**src/rtl/ppu_spr_fetch_if.sv**
```systemverilog
// Bus bundle for the sprite fetch engine.
// Groups the start/config inputs, the secondary-OAM read port, the VRAM
// pattern read port and the per-sprite pipeline load outputs.
//   master : the fetch engine (drives o_*, samples i_*)
//   slave  : the environment (secondary OAM, VRAM arbiter, sprite pipelines)
interface ppu_spr_fetch_if;
  logic        i_start;
  logic [7:0]  i_scanline;
  logic [3:0]  i_spr_cnt;
  logic        i_spr_size;
  logic        i_spr_pt_sel;
  logic [4:0]  o_soam_addr;
  logic [7:0]  i_soam_data;
  logic        o_vram_req;
  logic [13:0] o_vram_addr;
  logic        i_vram_ack;
  logic [7:0]  i_vram_data;
  logic [7:0]  o_xcnt;
  logic [7:0]  o_xcnt_wr;
  logic [7:0]  o_attr;
  logic [7:0]  o_attr_we;
  logic [15:0] o_patt;
  logic [7:0]  o_patt_we;
  logic        o_busy;
  logic        o_done;

  modport master (
    input  i_start, i_scanline, i_spr_cnt, i_spr_size, i_spr_pt_sel,
    input  i_soam_data, i_vram_ack, i_vram_data,
    output o_soam_addr, o_vram_req, o_vram_addr,
    output o_xcnt, o_xcnt_wr, o_attr, o_attr_we, o_patt, o_patt_we,
    output o_busy, o_done
  );

  modport slave (
    output i_start, i_scanline, i_spr_cnt, i_spr_size, i_spr_pt_sel,
    output i_soam_data, i_vram_ack, i_vram_data,
    input  o_soam_addr, o_vram_req, o_vram_addr,
    input  o_xcnt, o_xcnt_wr, o_attr, o_attr_we, o_patt, o_patt_we,
    input  o_busy, o_done
  );
endinterface

```
**src/rtl/ppu_spr_fetch.sv**
```systemverilog
// Sprite fetch engine for the horizontal-blank window.
// Walks the 8 secondary-OAM slots, reads Y/tile/attr/X, computes the pattern
// row address (V-flip, 8x16 aware), fetches both bit planes over the VRAM
// port and loads the 8 sprite pipelines. Unused slots get a transparent
// sprite parked at X=0xFF.
// Ports:
//   i_clk  : PPU clock
//   i_rstn : asynchronous active-low reset
//   bus    : ppu_spr_fetch_if.master (config, SOAM port, VRAM port, loads)
module ppu_spr_fetch (
  input  logic           i_clk,
  input  logic           i_rstn,
  ppu_spr_fetch_if.master bus
);

  typedef enum logic [3:0] {
    S_IDLE, S_RD_Y, S_RD_TILE, S_RD_ATTR, S_RD_X, S_WR_X,
    S_FETCH_LO, S_FETCH_HI, S_WR_PATT, S_EMPTY, S_DONE
  } state_t;

  state_t      state, state_next;
  logic [2:0]  slot;
  logic [3:0]  cnt;
  logic        size;
  logic        pt_sel;
  logic [7:0]  y, tile, attr, patt_lo, patt_hi;
  logic        vram_req;
  logic [13:0] vram_addr;

  logic [7:0]  slot_oh;
  logic [3:0]  slot_inc;
  logic [7:0]  diff;
  logic [3:0]  row;
  logic [13:0] addr_lo, addr_hi;
  state_t      after_slot;

  assign slot_oh  = 8'd1 << slot;
  assign slot_inc = {1'b0, slot} + 4'd1;

  // Row within the sprite; V-flip mirrors over 8 or 16 lines.
  always_comb begin
    diff = bus.i_scanline - y;
    row  = diff[3:0];
    if (attr[7]) begin
      if (size) row = 4'd15 - diff[3:0];
      else      row = {1'b0, 3'd7 - diff[2:0]};
    end
    if (size) begin
      addr_lo = {1'b0, tile[0], tile[7:1], row[3], 1'b0, row[2:0]};
      addr_hi = {1'b0, tile[0], tile[7:1], row[3], 1'b1, row[2:0]};
    end else begin
      addr_lo = {1'b0, pt_sel, tile, 1'b0, row[2:0]};
      addr_hi = {1'b0, pt_sel, tile, 1'b1, row[2:0]};
    end
  end

  // Where to go once the current slot has been written.
  always_comb begin
    if (slot == 3'd7)     after_slot = S_DONE;
    else if (slot_inc < cnt) after_slot = S_RD_Y;
    else                  after_slot = S_EMPTY;
  end

  // State register
  always_ff @(posedge i_clk or negedge i_rstn) begin
    if (!i_rstn) state <= S_IDLE;
    else         state <= state_next;
  end

  // Next-state logic
  always_comb begin
    state_next = state;
    case (state)
      S_IDLE: if (bus.i_start)
                state_next = (bus.i_spr_cnt != 4'd0) ? S_RD_Y : S_EMPTY;
      S_RD_Y:     state_next = S_RD_TILE;
      S_RD_TILE:  state_next = S_RD_ATTR;
      S_RD_ATTR:  state_next = S_RD_X;
      S_RD_X:     state_next = S_WR_X;
      S_WR_X:     state_next = S_FETCH_LO;
      S_FETCH_LO: if (bus.i_vram_ack) state_next = S_FETCH_HI;
      S_FETCH_HI: if (bus.i_vram_ack) state_next = S_WR_PATT;
      S_WR_PATT:  state_next = after_slot;
      S_EMPTY:    state_next = after_slot;
      S_DONE:     state_next = S_IDLE;
      default:    state_next = S_IDLE;
    endcase
  end

  // Output logic. The attribute is strobed in RD_X, ahead of the pattern,
  // so the pipeline already holds the X-mirror bit at pattern-write time.
  always_comb begin
    bus.o_soam_addr = 5'd0;
    bus.o_xcnt      = 8'd0;
    bus.o_xcnt_wr   = 8'd0;
    bus.o_attr      = 8'd0;
    bus.o_attr_we   = 8'd0;
    bus.o_patt      = 16'd0;
    bus.o_patt_we   = 8'd0;
    bus.o_done      = 1'b0;
    bus.o_busy      = (state != S_IDLE);
    case (state)
      S_RD_Y:    bus.o_soam_addr = {slot, 2'd0};
      S_RD_TILE: bus.o_soam_addr = {slot, 2'd1};
      S_RD_ATTR: bus.o_soam_addr = {slot, 2'd2};
      S_RD_X: begin
        bus.o_soam_addr = {slot, 2'd3};
        bus.o_attr      = bus.i_soam_data;
        bus.o_attr_we   = slot_oh;
      end
      S_WR_X: begin
        bus.o_xcnt    = bus.i_soam_data;
        bus.o_xcnt_wr = slot_oh;
      end
      S_WR_PATT: begin
        bus.o_patt    = {patt_hi, patt_lo};
        bus.o_patt_we = slot_oh;
      end
      S_EMPTY: begin
        bus.o_xcnt    = 8'hFF;
        bus.o_xcnt_wr = slot_oh;
        bus.o_attr_we = slot_oh;
        bus.o_patt_we = slot_oh;
      end
      S_DONE:  bus.o_done = 1'b1;
      default: ;
    endcase
  end

  assign bus.o_vram_req  = vram_req;
  assign bus.o_vram_addr = vram_addr;

  // Datapath registers. The VRAM request/address are loaded one cycle ahead
  // (in WR_X) so a same-cycle ack can complete FETCH_LO in a single cycle.
  always_ff @(posedge i_clk or negedge i_rstn) begin
    if (!i_rstn) begin
      slot      <= 3'd0;
      cnt       <= 4'd0;
      size      <= 1'b0;
      pt_sel    <= 1'b0;
      y         <= 8'd0;
      tile      <= 8'd0;
      attr      <= 8'd0;
      patt_lo   <= 8'd0;
      patt_hi   <= 8'd0;
      vram_req  <= 1'b0;
      vram_addr <= 14'd0;
    end else begin
      case (state)
        S_IDLE: if (bus.i_start) begin
          slot   <= 3'd0;
          cnt    <= (bus.i_spr_cnt > 4'd8) ? 4'd8 : bus.i_spr_cnt;
          size   <= bus.i_spr_size;
          pt_sel <= bus.i_spr_pt_sel;
        end
        S_RD_TILE: y    <= bus.i_soam_data;
        S_RD_ATTR: tile <= bus.i_soam_data;
        S_RD_X:    attr <= bus.i_soam_data;
        S_WR_X: begin
          vram_req  <= 1'b1;
          vram_addr <= addr_lo;
        end
        S_FETCH_LO: if (bus.i_vram_ack) begin
          patt_lo   <= bus.i_vram_data;
          vram_addr <= addr_hi;
        end
        S_FETCH_HI: if (bus.i_vram_ack) begin
          patt_hi  <= bus.i_vram_data;
          vram_req <= 1'b0;
        end
        S_WR_PATT, S_EMPTY: slot <= slot + 3'd1;
        default: ;
      endcase
    end
  end

endmodule

```
**src/flat_wrapper.sv**
```systemverilog
// flat-port wrapper written by rule: the top's interface ports become plain ports
module ppu_spr_fetch_flat 
  (i_clk, i_rstn, bus_i_start, bus_i_scanline, bus_i_spr_cnt, bus_i_spr_size, bus_i_spr_pt_sel, bus_i_soam_data, bus_i_vram_ack, bus_i_vram_data, bus_o_soam_addr, bus_o_vram_req, bus_o_vram_addr, bus_o_xcnt, bus_o_xcnt_wr, bus_o_attr, bus_o_attr_we, bus_o_patt, bus_o_patt_we, bus_o_busy, bus_o_done);
  ppu_spr_fetch_if bus_i ();
  input  logic i_clk;
  input  logic i_rstn;
  input wire logic [$bits(bus_i.i_start)-1:0] bus_i_start;
  input wire logic [$bits(bus_i.i_scanline)-1:0] bus_i_scanline;
  input wire logic [$bits(bus_i.i_spr_cnt)-1:0] bus_i_spr_cnt;
  input wire logic [$bits(bus_i.i_spr_size)-1:0] bus_i_spr_size;
  input wire logic [$bits(bus_i.i_spr_pt_sel)-1:0] bus_i_spr_pt_sel;
  input wire logic [$bits(bus_i.i_soam_data)-1:0] bus_i_soam_data;
  input wire logic [$bits(bus_i.i_vram_ack)-1:0] bus_i_vram_ack;
  input wire logic [$bits(bus_i.i_vram_data)-1:0] bus_i_vram_data;
  output wire logic [$bits(bus_i.o_soam_addr)-1:0] bus_o_soam_addr;
  output wire logic [$bits(bus_i.o_vram_req)-1:0] bus_o_vram_req;
  output wire logic [$bits(bus_i.o_vram_addr)-1:0] bus_o_vram_addr;
  output wire logic [$bits(bus_i.o_xcnt)-1:0] bus_o_xcnt;
  output wire logic [$bits(bus_i.o_xcnt_wr)-1:0] bus_o_xcnt_wr;
  output wire logic [$bits(bus_i.o_attr)-1:0] bus_o_attr;
  output wire logic [$bits(bus_i.o_attr_we)-1:0] bus_o_attr_we;
  output wire logic [$bits(bus_i.o_patt)-1:0] bus_o_patt;
  output wire logic [$bits(bus_i.o_patt_we)-1:0] bus_o_patt_we;
  output wire logic [$bits(bus_i.o_busy)-1:0] bus_o_busy;
  output wire logic [$bits(bus_i.o_done)-1:0] bus_o_done;
  assign bus_i.i_start = bus_i_start;
  assign bus_i.i_scanline = bus_i_scanline;
  assign bus_i.i_spr_cnt = bus_i_spr_cnt;
  assign bus_i.i_spr_size = bus_i_spr_size;
  assign bus_i.i_spr_pt_sel = bus_i_spr_pt_sel;
  assign bus_i.i_soam_data = bus_i_soam_data;
  assign bus_i.i_vram_ack = bus_i_vram_ack;
  assign bus_i.i_vram_data = bus_i_vram_data;
  assign bus_o_soam_addr = bus_i.o_soam_addr;
  assign bus_o_vram_req = bus_i.o_vram_req;
  assign bus_o_vram_addr = bus_i.o_vram_addr;
  assign bus_o_xcnt = bus_i.o_xcnt;
  assign bus_o_xcnt_wr = bus_i.o_xcnt_wr;
  assign bus_o_attr = bus_i.o_attr;
  assign bus_o_attr_we = bus_i.o_attr_we;
  assign bus_o_patt = bus_i.o_patt;
  assign bus_o_patt_we = bus_i.o_patt_we;
  assign bus_o_busy = bus_i.o_busy;
  assign bus_o_done = bus_i.o_done;
  ppu_spr_fetch u_core (.i_clk(i_clk), .i_rstn(i_rstn), .bus(bus_i));
endmodule
```
**config.mk**
```make
export PLATFORM = sky130hd
export DESIGN_NAME = ppu_spr_fetch_flat
export DESIGN_NICKNAME = d
export VERILOG_FILES = /design/src/rtl/ppu_spr_fetch_if.sv /design/src/rtl/ppu_spr_fetch.sv /design/src/flat_wrapper.sv
export SDC_FILE = /design/constraint.sdc
export NUM_CORES = 1
export LEC_CHECK = 0
export ABC_AREA = 1
export CAP_MARGIN = 20
export CORE_ASPECT_RATIO = 0.75
export CORE_MARGIN = 2
export CORE_UTILIZATION = 48
export DETAILED_ROUTE_END_ITERATION = 16
export PLACE_DENSITY_LB_ADDON = 0.3
export SYNTH_ARGS = -nofsm -noshare
export SYNTH_HDL_FRONTEND = slang
export SYNTH_SLANG_ARGS = --single-unit
```
**constraint.sdc**
```tcl
create_clock -name i_clk -period 3.9 [get_ports i_clk]
set_input_delay 0.78 -clock i_clk [delete_from_list [all_inputs] [get_ports i_clk]]
set_output_delay 0.78 -clock i_clk [all_outputs]
set_load 0.01 [all_outputs]
```
# Yosys cells after proc, flatten, opt, wreduce, memory -nomap -nowiden
# Cells that the tools add are included.
# totals
regBits	64
word_cells	76
# classes
n_addsub	5
order_cmp	2
n_eq_ne	14
shifts	1
mux	26
reduce_logical	16
# op_table
op	count
two-way mux 4 bit	9
case mux 4 bit (9 select lines)	1
two-way mux 8 bit	4
case mux 14 bit (2 select lines)	1
two-way mux 13 bit	2
case mux 5 bit (4 select lines)	1
equality test 4 x 3 -> 1 bit, second input constant	4
two-way mux 16 bit	1
case mux 8 bit (2 select lines)	1
two-way mux 14 bit	1
equality test 4 bit, second input constant	3
AND reduction 2 bit	6
equality test 4 x 2 -> 1 bit, second input constant	2
nonzero test 4 bit	2
<< shifter 1 x 3 -> 8 bit, first input constant	1
!= test 2 bit, second input constant	3
case mux 3 bit (2 select lines)	1
nonzero test 2 bit	3
OR reduction 2 bit	3
adder 3 x 1 -> 4 bit, second input constant	1
equality test 4 x 1 -> 1 bit, second input constant	1
> comparator 4 bit, second input constant	1
logical NOT 4 bit	1
< comparator 4 bit	1
9 further kinds	10

# Logic depth before layout (Yosys ltp)
# Gate-level depths: netlist of run 1.
# logic_depth
ltp_word	7
ltp_mapped	10
mapped_depth_nobuf	10

# Worst setup path before layout of run 1
# OpenSTA, ideal clock, no wires.
# synth_path
path_kind	reg2out
start	reg u_core.state[1]
end	out bus_o_soam_addr[2]
t_arrival_ps	1232
required_ps	3120
slack_ps	1888
path_stages_with_launch	8
n_path_buf	0
cell_sequence	dfrtp_1 -> nor2_2 -> inv_2 -> nor2_2 -> inv_4 -> nand2_2 -> a31oi_2 -> nor2_1
# synth_via
elab_chain_cells	2
word_cells_on_any_way	5
cone_classes	4 x eq/ne; 1 x mux
# synth_lines
element	line_no	text
from (decl)	ppu_spr_fetch.sv:21	state_t state, state_next;
from (signal assigned)	ppu_spr_fetch.sv:67	else state <= state_next;
equality test 4 x 3 -> 1 bit, or another cell as far along	ppu_spr_fetch.sv:102	case (state)
case mux 5 bit (4 select lines) (*)	ppu_spr_fetch.sv:102	
to (decl)	flat_wrapper.sv:15	output wire logic [$bits(bus_i.o_soam_addr)-1:0] bus_o_soam_addr;
# Mark *: on every way between the ends. The rest lies on a longest branch, timed or not.

# Worst setup path after layout of run 1
# layout_path
start	reg u_core.state[2]
end	out bus_o_soam_addr[2]
# Same word-level chain as after synthesis.

==> results.json, run 1 <==
{
  "grt_pass1_wl_mm": 12.2,
  "via_per_inst": 4.82,
  "fin_util_pct": 68.6,
  "clkTransAtPathRegs_ns": 0.10,
  "maxCapViolations": 0,
  "cts_setup_buffers": 0,
  "syn-num-nets": 453,
  "first_global_vias": 2728,
  "p_leak_nw": 2.07,
  "die_y_um": 73.4,
  "critical_path.max_fanout": 15,
  "clockBufferDepth": 2,
  "slew_viol_final": 0,
  "skew_ns": 0.00922,
  "hold_path_startpoint": "u_core.bus.o_vram_addr[4]$_DFFE_PN0P_",
  "crit_start": "u_core.state[2]$_DFFE_PN0P_",
  "placed_cells": 586,
  "worstMarginPinSlew_ns": 0.768,
  "min_path_type": "flip-flop to flip-flop",
  "cts_made_buffers": 5,
  "muxShareOfSynthArea_pct": 0,
  "cts_tree": "done",
  "initial_core_util_pct": 49.3,
  "crit-reg2reg-launch": "u_core.slot[0]$_DFFE_PN0P_",
  "synth_compound_area_share_pct": 11.2,
  "hpwlAfterDp_mm": 5.82,
  "synth_top_family_by_area": "simple AND/OR/NAND/NOR gates",
  "yosys.area_share.xor_xnor_pct": 1.14,
  "grt_setup_unrepaired": "false",
  "timing.fmax_mhz": 316,
  "path_class": "flip-flop to primary output",
  "rows": 25,
  "ys_types": 31,
  "num_antenna_cells": 0,
  "hold_viol": 0,
  "layout_common_cells": "clkdlybuf4s50_1 (105), nand2_1 (92), inv_1 (74)",
  "synth_top_area_share_pct": 45.4,
  "area_growth_pct": 39.1,
  "fp.dieW_um": 96.6,
  "dr.pass1.iters": 4,
  "ant_nets": 0,
  "first_iter_violations": 129,
  "r2r_slack_ns": 2.17,
  "outcome": "completed",
  "p_per_area_mw_per_mm2": 676,
  "wirelength_mm": 7.45,
  "clock-sinks": 56,
  "cts_hold_buf": 0,
  "dp_slack_ns": 1.04,
  "relSlewSlack_pct": 48.8,
  "track_usage_pct": 22.0,
  "ys_seq_elements": 56,
  "cts_root_buf": "clkbuf_8",
  "dieArea_mm2": 0.00709,
  "clkLatencyLatePin_ns": 0.31,
  "stdcell_count": 594,
  "layout_commonest_cell": "clkdlybuf4s50_1",
  "postSynthAreaPerCell_um2": 7.60,
  "vdd_drop_max_v": 0.000359,
  "drc": 0,
  "ios": 112,
  "coreArea_mm2": 0.00626,
  "yosys-top-cells-area": "dfrtp_1 (45%), nand2_1 (11%), inv_1 (9.0%)",
  "vias": 2862,
  "gr-total-overflow": 0,
  "port_buffers": 106,
  "place_congestion": 0.796,
  "synthAdderAreaFrac_pct": 5.52,
  "worst_setup_path_end_kind": "primary output",
  "cp.arrival_ns": 2.38,
  "cp.required_ns": 3.12,
  "nFillCells": 535,
  "synth_top_cell_by_area": "dfrtp_1",
  "yosys.area_share.simple_pct": 25.2,
  "finalCritPeriodShare_pct": 81.1,
  "setup_tns_ns": 0,
  "layout-drive-gt1-share_pct": 7.80,
  "finalSetupViolations": 0,
  "start_kind": "flip-flop",
  "synthCells": 406,
  "layout.nets": 559,
  "antenna_found_initial": 0,
  "yosys_warnings": 0,
  "post_cts_resized": 0,
  "grt_max_degree": 36,
  "min_period_ns": 3.16,
  "fin_ws_ns": 0.737,
  "htreeDepth": 2,
  "drt-wirelength-per-cell_um": 12.5,
  "syn_area_mm2": 0.00308,
  "seq_area_frac_synth_pct": 45.4
}
==> cells by family (layout without fill, tap and decap cells) <==
| kind of cell | count (synthesis) | after routing |
|---|---|---|
| simple gates | 185 | 185 |
| fa+ha+maj | 13 | 13 |
| flops | 56 | 56 |
| other cells | 1 | 1 |
| xor+xnor | 4 | 4 |
| compound gates | 61 | 61 |
| buf+inv | 86 | 193 |
==> per-layer routing <==
layer | global-route usage, % | vias to the layer above | part of all wire, %
li1 | - | 1441 | -
met1 | 29.5 | 1346 | 47
met2 | 38.6 | 71 | 47
met3 | 3.90 | 4 | 5.6
met4 | 3.29 | 0 | 0.42
met5 | 0 | - | 0
==> worst max-delay path, cell delays in order, from the launching register on <==
cell and delay, ns:
dfrtp_1 0.44, inv_1 0.16, nand2_1 0.08, nor2_2 0.44, inv_2 0.10, nand2_2 0.12
a31oi_2 0.07, nor2_1 0.12, clkdlybuf4s50_1 0.56
==> stage by stage <==
stage | area, um2 | hold WS [ns] | power (mW)
6_report | 4290 | 0.487 | 2.90
5_1_grt | 4290 | 0.520 | 3.17
4_1_cts | 4290 | 0.491 | 2.93
3_5_place_dp | 4200 | 0.465 | 2.59
3_3_place_gp | 4200 | 0.457 | 2.52
2_1_floorplan | 3080 | 0.437 | 2.03
==> cells in the mapped netlist (all sizes together) <==
| cell | count |
|---|---|
| conb | 1 |
| nand2 | 100 |
| ha | 12 |
| buf | 7 |
| nor3 | 2 |
| a31oi | 2 |
| xnor2 | 2 |
| nand3 | 11 |
| a21oi | 4 |
| clkbuf | 1 |
| xor2 | 2 |
| dfrtp | 56 |
| a22oi | 1 |
| o21bai | 1 |
| o22ai | 1 |
| fa | 1 |
| o21ai | 52 |
| inv | 78 |
| nor2 | 72 |
==> registers in the layout (all words and copies together) (netlist names) <==
| signal | count |
|---|---|
| u_core.patt_lo | 8 |
| u_core.bus.o_vram_addr | 13 |
| u_core.y | 4 |
| u_core.state | 4 |
| u_core.slot | 3 |
| u_core.cnt | 4 |
| u_core.size | 1 |
| u_core.attr | 1 |
| u_core.patt_hi | 8 |
| u_core.tile | 8 |
| u_core.pt_sel | 1 |
| u_core.bus.o_vram_req | 1 |
==> final cells by class <==
type | instances | area (um2) | share of cell area (%)
sequential | 56 | 1400 | 32.7
multi-input combinational | 264 | 1330 | 31.1
timing repair buffer | 107 | 1060 | 24.8
inverter | 78 | 295 | 6.88
tap | 81 | 101 | 2.36
clock buffer | 6 | 82.6 | 1.92
clock inverter | 2 | 13.8 | 0.321
==> worst paths after layout <==
kind                                                    endpoint  cells past startpoint
setup / recovery                              bus_o_soam_addr[2]                      8
hold / removal             u_core.bus.o_vram_addr[4]$_DFFE_PN0P_                      2
setup reg to reg                     u_core.state[3]$_DFFE_PN0P_                     10
hold reg to reg            u_core.bus.o_vram_addr[4]$_DFFE_PN0P_                      2
max in group asynchronous              u_core.cnt[0]$_DFFE_PN0P_                      2
min in group asynchronous                u_core.y[1]$_DFFE_PN0P_                      1
==> report_power, final <==
part,internal (mW),switching (mW),leakage (nW)
Clock,0.146,0.192,0.0516
Sequential,0.851,0.168,0.701
Combinational,0.652,0.894,1.32
(Power assumes the default switching activity.)
==> run 2: changes to the inputs <==
--- a/config.mk
+++ b/config.mk
@@ -9,7 +9,7 @@
 export CAP_MARGIN = 20
 export CORE_ASPECT_RATIO = 0.75
 export CORE_MARGIN = 2
-export CORE_UTILIZATION = 48
+export CORE_UTILIZATION = 45
 export DETAILED_ROUTE_END_ITERATION = 16
 export PLACE_DENSITY_LB_ADDON = 0.3
 export SYNTH_ARGS = -nofsm -noshare
==> constraint.sdc (replaced) <==
create_clock -name i_clk -period 3.3 [get_ports i_clk]
set_input_delay 0.66 -clock i_clk [delete_from_list [all_inputs] [get_ports i_clk]]
set_output_delay 0.66 -clock i_clk [all_outputs]
set_load 0.01 [all_outputs]
==> results.json, run 2 (synthesized netlist as in run 1, its figures left out) <==
{
  "worst_setup_path_end_kind": "primary output",
  "htreeDepth": 2,
  "placed_area_mm2": 0.00421,
  "via_per_inst": 4.76,
  "dr.pass1.iters": 4,
  "die_y_um": 75.7,
  "grt_pass1_wl_mm": 12.1,
  "setup_tns_ns": 0,
  "fp.dieW_um": 99.6,
  "vias": 2847,
  "slew_viol_final": 0,
  "path_class": "flip-flop to primary output",
  "area_growth_pct": 39.3,
  "layout_common_cells": "clkdlybuf4s50_1 (105), nand2_1 (92), inv_1 (74)",
  "grt_util_met2_pct": 33.0,
  "cp.required_ns": 2.64,
  "clkTransAtPathRegs_ns": 0.10,
  "met3_usage_pct": 4.04,
  "track_usage_pct": 20.3,
  "hpwlAfterDp_mm": 5.82,
  "skew_ns": 0.00658,
  "grt_setup_unrepaired": "false",
  "gr-total-overflow": 0,
  "coreArea_mm2": 0.00673,
  "first_iter_violations": 128,
  "start_kind": "flip-flop",
  "first_global_vias": 2529,
  "num_antenna_cells": 0,
  "layout.nets": 560,
  "holdWs_ns": 0.312,
  "maxCapViolations": 0,
  "rows": 26,
  "ant_nets": 0,
  "relSlewSlack_pct": 57.1,
  "layout-drive-gt1-share_pct": 7.78,
  "top_usage_layer": "met2",
  "finalCritPeriodShare_pct": 90.3,
  "p_leak_nw": 2.06,
  "hold_viol": 0,
  "cts_made_buffers": 5,
  "wirelength_mm": 7.66,
  "timing.fmax_mhz": 336,
  "clkLatencyLatePin_ns": 0.30,
  "clock-sinks": 56,
  "placed_cells": 590,
  "port_buffers": 106,
  "post_cts_resized": 0,
  "use_met1_pct": 28.9,
  "antenna_found_initial": 0,
  "place_congestion": 0.810,
  "stdcell_area_mm2": 0.00430,
  "cp.arrival_ns": 2.32,
  "cts_tree": "done",
  "critical_path.max_fanout": 16,
  "worstMarginPinSlew_ns": 0.642,
  "cts_hold_buf": 0,
  "grt_max_degree": 37,
  "min_period_ns": 2.98,
  "stdcell_count": 598,
  "outcome": "completed",
  "p_per_area_mw_per_mm2": 795,
  "clockBufferDepth": 2,
  "dieArea_mm2": 0.00754,
  "drc": 0,
  "layout_commonest_cell": "clkdlybuf4s50_1",
  "finalSetupViolations": 0,
  "min_path_type": "input port to asynchronous set/reset pin",
  "cts_root_buf": "clkbuf_8",
  "initial_core_util_pct": 45.8,
  "ios": 112,
  "vdd_drop_max_v": 0.000357,
  "largest_reg_flops": 13,
  "cts_setup_buffers": 0,
  "drt-wirelength-per-cell_um": 12.8,
  "finalPower_mw": 3.41
}
## run 2: layer usage
layer	part of all wire, %	vias to the layer above
met2	47	83
met3	6.1	6
met1	46	1310
li1	-	1448
met4	0.81	0
met5	0	-
## run 2: layout make-up
cell class,count,area (um2)
clock inverter,2,16.3
tap,84,105
fill,590,2440
timing repair buffer,108,1070
multi-input combinational,264,1330
inverter,78,295
clock buffer,6,72.6
sequential,56,1400
## run 2: per-stage QoR
step	utilization [%]	worst slack [ns]
5_1_grt	63.8	0.157
3_5_place_dp	62.5	0.603
3_3_place_gp	62.5	0.668
2_1_floorplan	-	1.41
4_1_cts	63.8	0.256
6_report	63.8	0.320
## run 2: critical path, cell delays in order (launching register included)
cell and delay, ns:
dfrtp_1 0.47, nor2_2 0.22, nand3_1 0.48, nor2_1 0.28, clkdlybuf4s50_1 0.57
## run 2: power breakdown
| part | switching, mW | internal [mW] | leakage, nW |
|---|---|---|---|
| sequential | 0.199 | 1.01 | 0.701 |
| clock | 0.220 | 0.152 | 0.0414 |
| combinational | 1.06 | 0.777 | 1.32 |
## run 2: worst paths after layout
kind / from / end / slack [ns] / cells past startpoint
max: u_core.state[1]$_DFFE_PN0P_ / bus_o_patt[2] / 0.32 / 4
min: i_rstn / u_core.bus.o_vram_addr[2]$_DFFE_PN0P_ / 0.31 / 1
max reg2reg: u_core.slot[0]$_DFFE_PN0P_ / u_core.state[3]$_DFFE_PN0P_ / 1.58 / 10
min reg2reg: u_core.bus.o_vram_addr[3]$_DFFE_PN0P_ / u_core.bus.o_vram_addr[3]$_DFFE_PN0P_ / 0.48 / 2
max in group asynchronous: i_rstn / u_core.patt_lo[4]$_DFFE_PN0P_ / 2.15 / 2
min in group i_clk: u_core.bus.o_vram_addr[3]$_DFFE_PN0P_ / u_core.bus.o_vram_addr[3]$_DFFE_PN0P_ / 0.48 / 2
